==> src/rtl/a_ld_pkg.sv <==
// Shared types and constants for the A-matrix row loader.
package a_ld_pkg;

  typedef enum logic [1:0] {
    ST_IDLE,
    ST_LOAD,
    ST_DRAIN,
    ST_DONE
  } ld_state_t;

  // Number of DRAIN cycles: the final WrEn cycle plus the memA shift-out window.
  function automatic int drain_cyc(input int dim);
    return 3 * dim - 1;
  endfunction

endpackage

==> src/rtl/a_row_loader.sv <==
// Collects a row-major element stream into DIM-wide rows, writes each row to memA,
// then drives the memA shift enable for the drain window and pulses done.
module a_row_loader
  import a_ld_pkg::*;
#(
  parameter int BITS_AB = 8,
  parameter int DIM     = 8
) (
  input  logic                                clk,
  input  logic                                rst,
  input  logic                                start,
  input  logic                                in_valid,
  input  logic signed [BITS_AB-1:0]           in_data,
  output logic                                in_ready,
  output logic signed [DIM-1:0][BITS_AB-1:0]  Ain,
  output logic [$clog2(DIM)-1:0]              Arow,
  output logic                                WrEn,
  output logic                                en,
  output logic                                busy,
  output logic                                done
);

  localparam int RW = $clog2(DIM);
  localparam int DC = drain_cyc(DIM);
  localparam int DW = $clog2(DC);

  ld_state_t state_reg, state_next;
  logic [RW-1:0] col_reg, col_next;
  logic [RW-1:0] row_reg, row_next;
  logic [DW-1:0] dcnt_reg, dcnt_next;
  logic signed [DIM-1:0][BITS_AB-1:0] ain_reg, ain_next;
  logic [RW-1:0] arow_reg, arow_next;
  logic wren_reg, wren_next;
  logic en_reg, en_next;
  logic done_reg, done_next;
  logic busy_reg, in_ready_reg;
  logic accept;

  // Slot DIM-1 is never stored: it is taken straight from in_data on the closing beat.
  logic signed [BITS_AB-1:0] row_buf_reg [DIM-1];
  logic signed [DIM-1:0][BITS_AB-1:0] row_full;

  assign accept = in_valid && (state_reg == ST_LOAD);

  for (genvar gi = 0; gi < DIM; gi++) begin : g_slot
    if (gi < DIM - 1) begin : g_buf
      always_ff @(posedge clk) begin
        if (rst) begin
          row_buf_reg[gi] <= '0;
        end else if (accept && (col_reg == RW'(gi))) begin
          row_buf_reg[gi] <= in_data;
        end
      end
      assign row_full[gi] = row_buf_reg[gi];
    end else begin : g_tail
      assign row_full[gi] = in_data;
    end
  end

  always_ff @(posedge clk) begin
    if (rst) begin
      state_reg    <= ST_IDLE;
      col_reg      <= '0;
      row_reg      <= '0;
      dcnt_reg     <= '0;
      ain_reg      <= '0;
      arow_reg     <= '0;
      wren_reg     <= 1'b0;
      en_reg       <= 1'b0;
      done_reg     <= 1'b0;
      busy_reg     <= 1'b0;
      in_ready_reg <= 1'b0;
    end else begin
      state_reg    <= state_next;
      col_reg      <= col_next;
      row_reg      <= row_next;
      dcnt_reg     <= dcnt_next;
      ain_reg      <= ain_next;
      arow_reg     <= arow_next;
      wren_reg     <= wren_next;
      en_reg       <= en_next;
      done_reg     <= done_next;
      busy_reg     <= (state_next != ST_IDLE);
      in_ready_reg <= (state_next == ST_LOAD);
    end
  end

  always_comb begin
    state_next = state_reg;
    col_next   = col_reg;
    row_next   = row_reg;
    dcnt_next  = dcnt_reg;
    ain_next   = ain_reg;
    arow_next  = arow_reg;
    wren_next  = 1'b0;
    en_next    = 1'b0;
    done_next  = 1'b0;
    case (state_reg)
      ST_IDLE: begin
        if (start) begin
          state_next = ST_LOAD;
          col_next   = '0;
          row_next   = '0;
        end
      end
      ST_LOAD: begin
        if (accept) begin
          if (col_reg == RW'(DIM - 1)) begin
            ain_next  = row_full;
            arow_next = row_reg;
            wren_next = 1'b1;
            col_next  = '0;
            if (row_reg == RW'(DIM - 1)) begin
              state_next = ST_DRAIN;
              dcnt_next  = '0;
            end else begin
              row_next = row_reg + RW'(1);
            end
          end else begin
            col_next = col_reg + RW'(1);
          end
        end
      end
      ST_DRAIN: begin
        // en is registered, so it is requested one cycle ahead of the dcnt it belongs to.
        if (dcnt_reg == DW'(DC - 1)) begin
          state_next = ST_DONE;
          done_next  = 1'b1;
        end else begin
          dcnt_next = dcnt_reg + DW'(1);
          en_next   = 1'b1;
        end
      end
      ST_DONE: begin
        state_next = ST_IDLE;
      end
      default: begin
        state_next = ST_IDLE;
      end
    endcase
  end

  assign Ain      = ain_reg;
  assign Arow     = arow_reg;
  assign WrEn     = wren_reg;
  assign en       = en_reg;
  assign done     = done_reg;
  assign busy     = busy_reg;
  assign in_ready = in_ready_reg;

endmodule

==> config.mk <==
export PLATFORM = sky130hd
export DESIGN_NAME = a_row_loader
export DESIGN_NICKNAME = d
export VERILOG_FILES = /design/src/rtl/a_ld_pkg.sv /design/src/rtl/a_row_loader.sv
export SDC_FILE = /design/constraint.sdc
export NUM_CORES = 1
export LEC_CHECK = 0
export ABC_AREA = 1
export BUFFER_PORTS_ARGS = -buffer_cell sky130_fd_sc_hd__buf_4
export CAP_MARGIN = 10
export CORE_ASPECT_RATIO = 1.5
export CORE_MARGIN = 2
export CORE_UTILIZATION = 45
export DETAILED_ROUTE_END_ITERATION = 10
export MAX_ROUTING_LAYER = met4
export PLACE_DENSITY_LB_ADDON = 0.3
export SETUP_SLACK_MARGIN = 0.3
export SLEW_MARGIN = 20
export SYNTH_ARGS = -nofsm -noshare
export SYNTH_HDL_FRONTEND = slang
export SYNTH_SLANG_ARGS = --single-unit
==> constraint.sdc <==
create_clock -name clk -period 2.5 [get_ports clk]
set_clock_uncertainty 0.1 [all_clocks]
set_input_delay 0.125 -clock clk [delete_from_list [all_inputs] [get_ports clk]]
set_output_delay 0.125 -clock clk [all_outputs]
set_load 0.05 [all_outputs]
==> impl_metrics.csv <==
group,metric,value,unit
clock_tree,cts_sinks,141,
drt,met2_length,6.09,mm
finish,largest_register_ffs,64,
synthesis,post_synth_num_cell_types,19,
setup_path,crit_path_max_incr_delay,0.40,ns
synthesis,netlist_instances,564,
power_and_ir_drop,static-leakage-power,0.00312,uW
place,port_buffers,83,
synthesis,yosys_warnings,0,
synthesis,synth-seq-area-share,0.640,
drt,drt_first_pass_iters,5,
setup_path,critical_path_arrival,2.28,ns
setup_path,critical_path_data_required_time,2.75,ns
timing,fraction_of_the_cycle_the_final_worst_path_needs,0.809,
run_status,outcome,"finished, final reports clean",
drt,m1WireLength,4.74,mm
clock_tree,cts_tree,"done",
die,die_height,137,um
place,globalplace.congestion,0.801,
power_and_ir_drop,ir_drop,0.501,mV
timing,final.setup.tns,0,ns
place,preCtsSetupSlack,0.285,ns
drt,wirelength,11.6,mm
die,start_util,0.461,
setup_path,critPathSlowestCell,"buf_6",
power_and_ir_drop,power_switching,1140,uW
drt,topRoutingLayerUsed,"met4",
setup_path,worst-setup-path-type,"reg -> reg",
finish,final_nets,673,
drt,route.detailed.drc,0,
clock_tree,clk_transition_reported_paths,0.06,ns
drt,dr_total_vias,4037,
synthesis,post_synth_instance_area,5290,um^2
drt,detail_route.vias_per_cell,4.96,
timing,slew_violations,0,
drt,wl_met3,548,um
die,rows,48,
finish,final_layout_size_suffix_gt1_frac,0.196,
die,fp.coreArea,11500,um^2
setup_path,most_prevalent_standard_cell_on_the_critical_path,"nand2_1",
setup_path,rr_worst_depth,9,
global_route,grt_start_max_net_pins,77,
synthesis,synth-seq-cells,141,
power_and_ir_drop,power.share.combinational,0.042,
finish,antenna-diode-count,0,
hold_path,worstHoldPathType,"in -> reg",
global_route,grt_util_all_layers,0.200,
die,io_pins,84,
place,dp.final_hpwl,7.59,mm
drt,detailedRoute.firstIterationViolations,210,
setup_path,setup.worst_path.end_class,"register",
drt,wire_per_inst,14.2,um
power_and_ir_drop,swShare,0.223,
clock_tree,clock_path_buffers,2,
clock_tree,cts_htree_levels,4,
finish,area_delta_synth_final,25.2,%
die,fp.dieArea,12700,um^2
die,die_w,92.5,um
timing,finalSetupViolCount,0,
power_and_ir_drop,internal-power,3960,uW
synthesis,synthesized_netlist_net_count,586,
power_and_ir_drop,cell_pwr_density,770,nW/um^2
clock_tree,cts_post_setup_buffers_inserted,0,
global_route,grt-ovfl-total,0,
global_route,grt_pass1_vias,3951,
power_and_ir_drop,share_seq_of_total_power,0.485,
hold_path,min_delay_path_depth,5,
timing,final_period_minus_worst_setup_slack,2.02,ns
timing,grt_setup_unrepaired,"yes",
timing,hold_violations,0,
setup_path,worstSetupStartpointType,"register",
drt,antenna_violating_nets_post_route,0,
global_route,grt_pass1_wl,19.0,mm
timing,max_slew_margin,0.591,
setup_path,crit_path_cell_trace,"ha_1 > ha_1 > inv_1 > nor2_8 > buf_6 > nand2_1 > nand2_1 > nand2_1 > nand2_1",
clock_tree,clock_latency_at_the_later_pin_of_the_worst_skew_pair,0.41,ns
flow_run,drv_cap,0,
synthesis,syn_area_cell,9.38,um^2
global_route,antenna_found_initial,0,
setup_path,critical_path_peak_fanout,76,
timing,worstMarginPinSlew,0.613,ns
clock_tree,cts_root_buffer,"clkbuf_16",
timing,maxClockFrequency,494,MHz
timing,final_critical_path_setup_slack,0.476,ns
clock_tree,cts_made_buffers,17,
power_and_ir_drop,clock_power_share,0.473,
-- per-stage QoR --
stage | area (um^2) | hold slack [ns] | util | cells | total power, uW
finish | 6620 | 0.0308 | 0.577 | 814 | 5100
floorplan | 5290 | 0.0974 | - | 564 | 2650
global route | 6620 | 0.0589 | 0.577 | 814 | 5270
detailed placement | 6030 | 0.272 | 0.525 | 781 | 2730
CTS | 6620 | 0.0235 | 0.577 | 814 | 5130
global placement | 6030 | 0.269 | 0.525 | 781 | 2720
-- metal layers --
layer  up-vias  track usage
li1       2015            -
met1      1907        0.228
met2       101        0.339
met3        14       0.0479
met4         0       0.0846
met5         -            -
-- worst max-delay path, delay by kind of cell, from the launching register on --
kind / cells / cell delay, ns
DFF: 1 / 0.39
and+or+nand+nor: 5 / 0.53
adders and majority gates: 2 / 0.40
buffers and inverters: 2 / 0.52
-- placed cells by master, fill, tap and decap left out, types with 2 or more instances in the layout --
cell / count
clkbuf_16: 18
clkinv_2: 3
inv_6: 2
nand2_1: 42
a21oi_1: 12
nor2_1: 195
inv_1: 33
edfxtp_1: 56
inv_4: 2
o21ai_1: 16
nand4_1: 9
inv_2: 3
buf_4: 90
clkinv_4: 2
o21ai_0: 67
nand3_1: 7
clkinvlp_4: 3
ha_1: 10
dfxtp_1: 85
-- timing repair --
action	CTS	global route
hold buffers	1	0
resized for setup	1	2
endpoints found under the hold margin	4	0
setup endpoints to repair	2	65
-- worst paths after layout --
path | from | to | slack (ns)
worst min-delay path | start | state_reg[0] | 0.03
worst min register to register | row_buf_reg[2][5] | Ain[21] | 0.37
worst max register to register | col_reg[1] | busy | 0.48
worst max-delay path | col_reg[1] | busy | 0.48
-- cell usage after synthesis --
cell type	instances	area share
nor2_4	1	0.0021
inv_1	34	0.024
nand2_4	1	0.0021
inv_2	3	0.0021
nand4_1	9	0.011
o21ai_1	15	0.014
dfxtp_1	85	0.32
a21oi_1	12	0.011
a31o_2	1	0.0017
nor2_1	195	0.14
buf_2	4	0.0038
nand2_1	42	0.030
edfxtp_1	56	0.32
o21ai_0	68	0.064
nand3_1	7	0.0066
nor2_8	1	0.0038
clkbuf_1	15	0.011
buf_6	5	0.011
ha_1	10	0.024
-- power by group through the flow --
stage               sequential [uW]  clock, uW  combinational [uW]
finish                         2470       2410                 215
CTS                            2470       2440                 216
floorplan                      2530          0                 122
global placement               2520          0                 205
detailed placement             2520          0                 214
global route                   2480       2550                 238
-- cell type report --
| class | count | area, um^2 |
|---|---|---|
| Fill cell | 1026 | 4850 |
| Sequential cell | 141 | 3380 |
| Multi-Input combinational cell | 362 | 1630 |
| Timing Repair Buffer | 92 | 697 |
| Clock buffer | 20 | 468 |
| Tap cell | 150 | 188 |
| Inverter | 37 | 141 |
| Clock inverter | 12 | 109 |
-- logic make-up after synthesis --
kind of cell,after synthesis,share of synthesized area
simple gates,256,0.194
flops,141,0.640
compound gates,96,0.0916
buf+inv,61,0.0513
fa+ha+maj,10,0.0237
No activity file was read; power rests on OpenSTA's default activity.
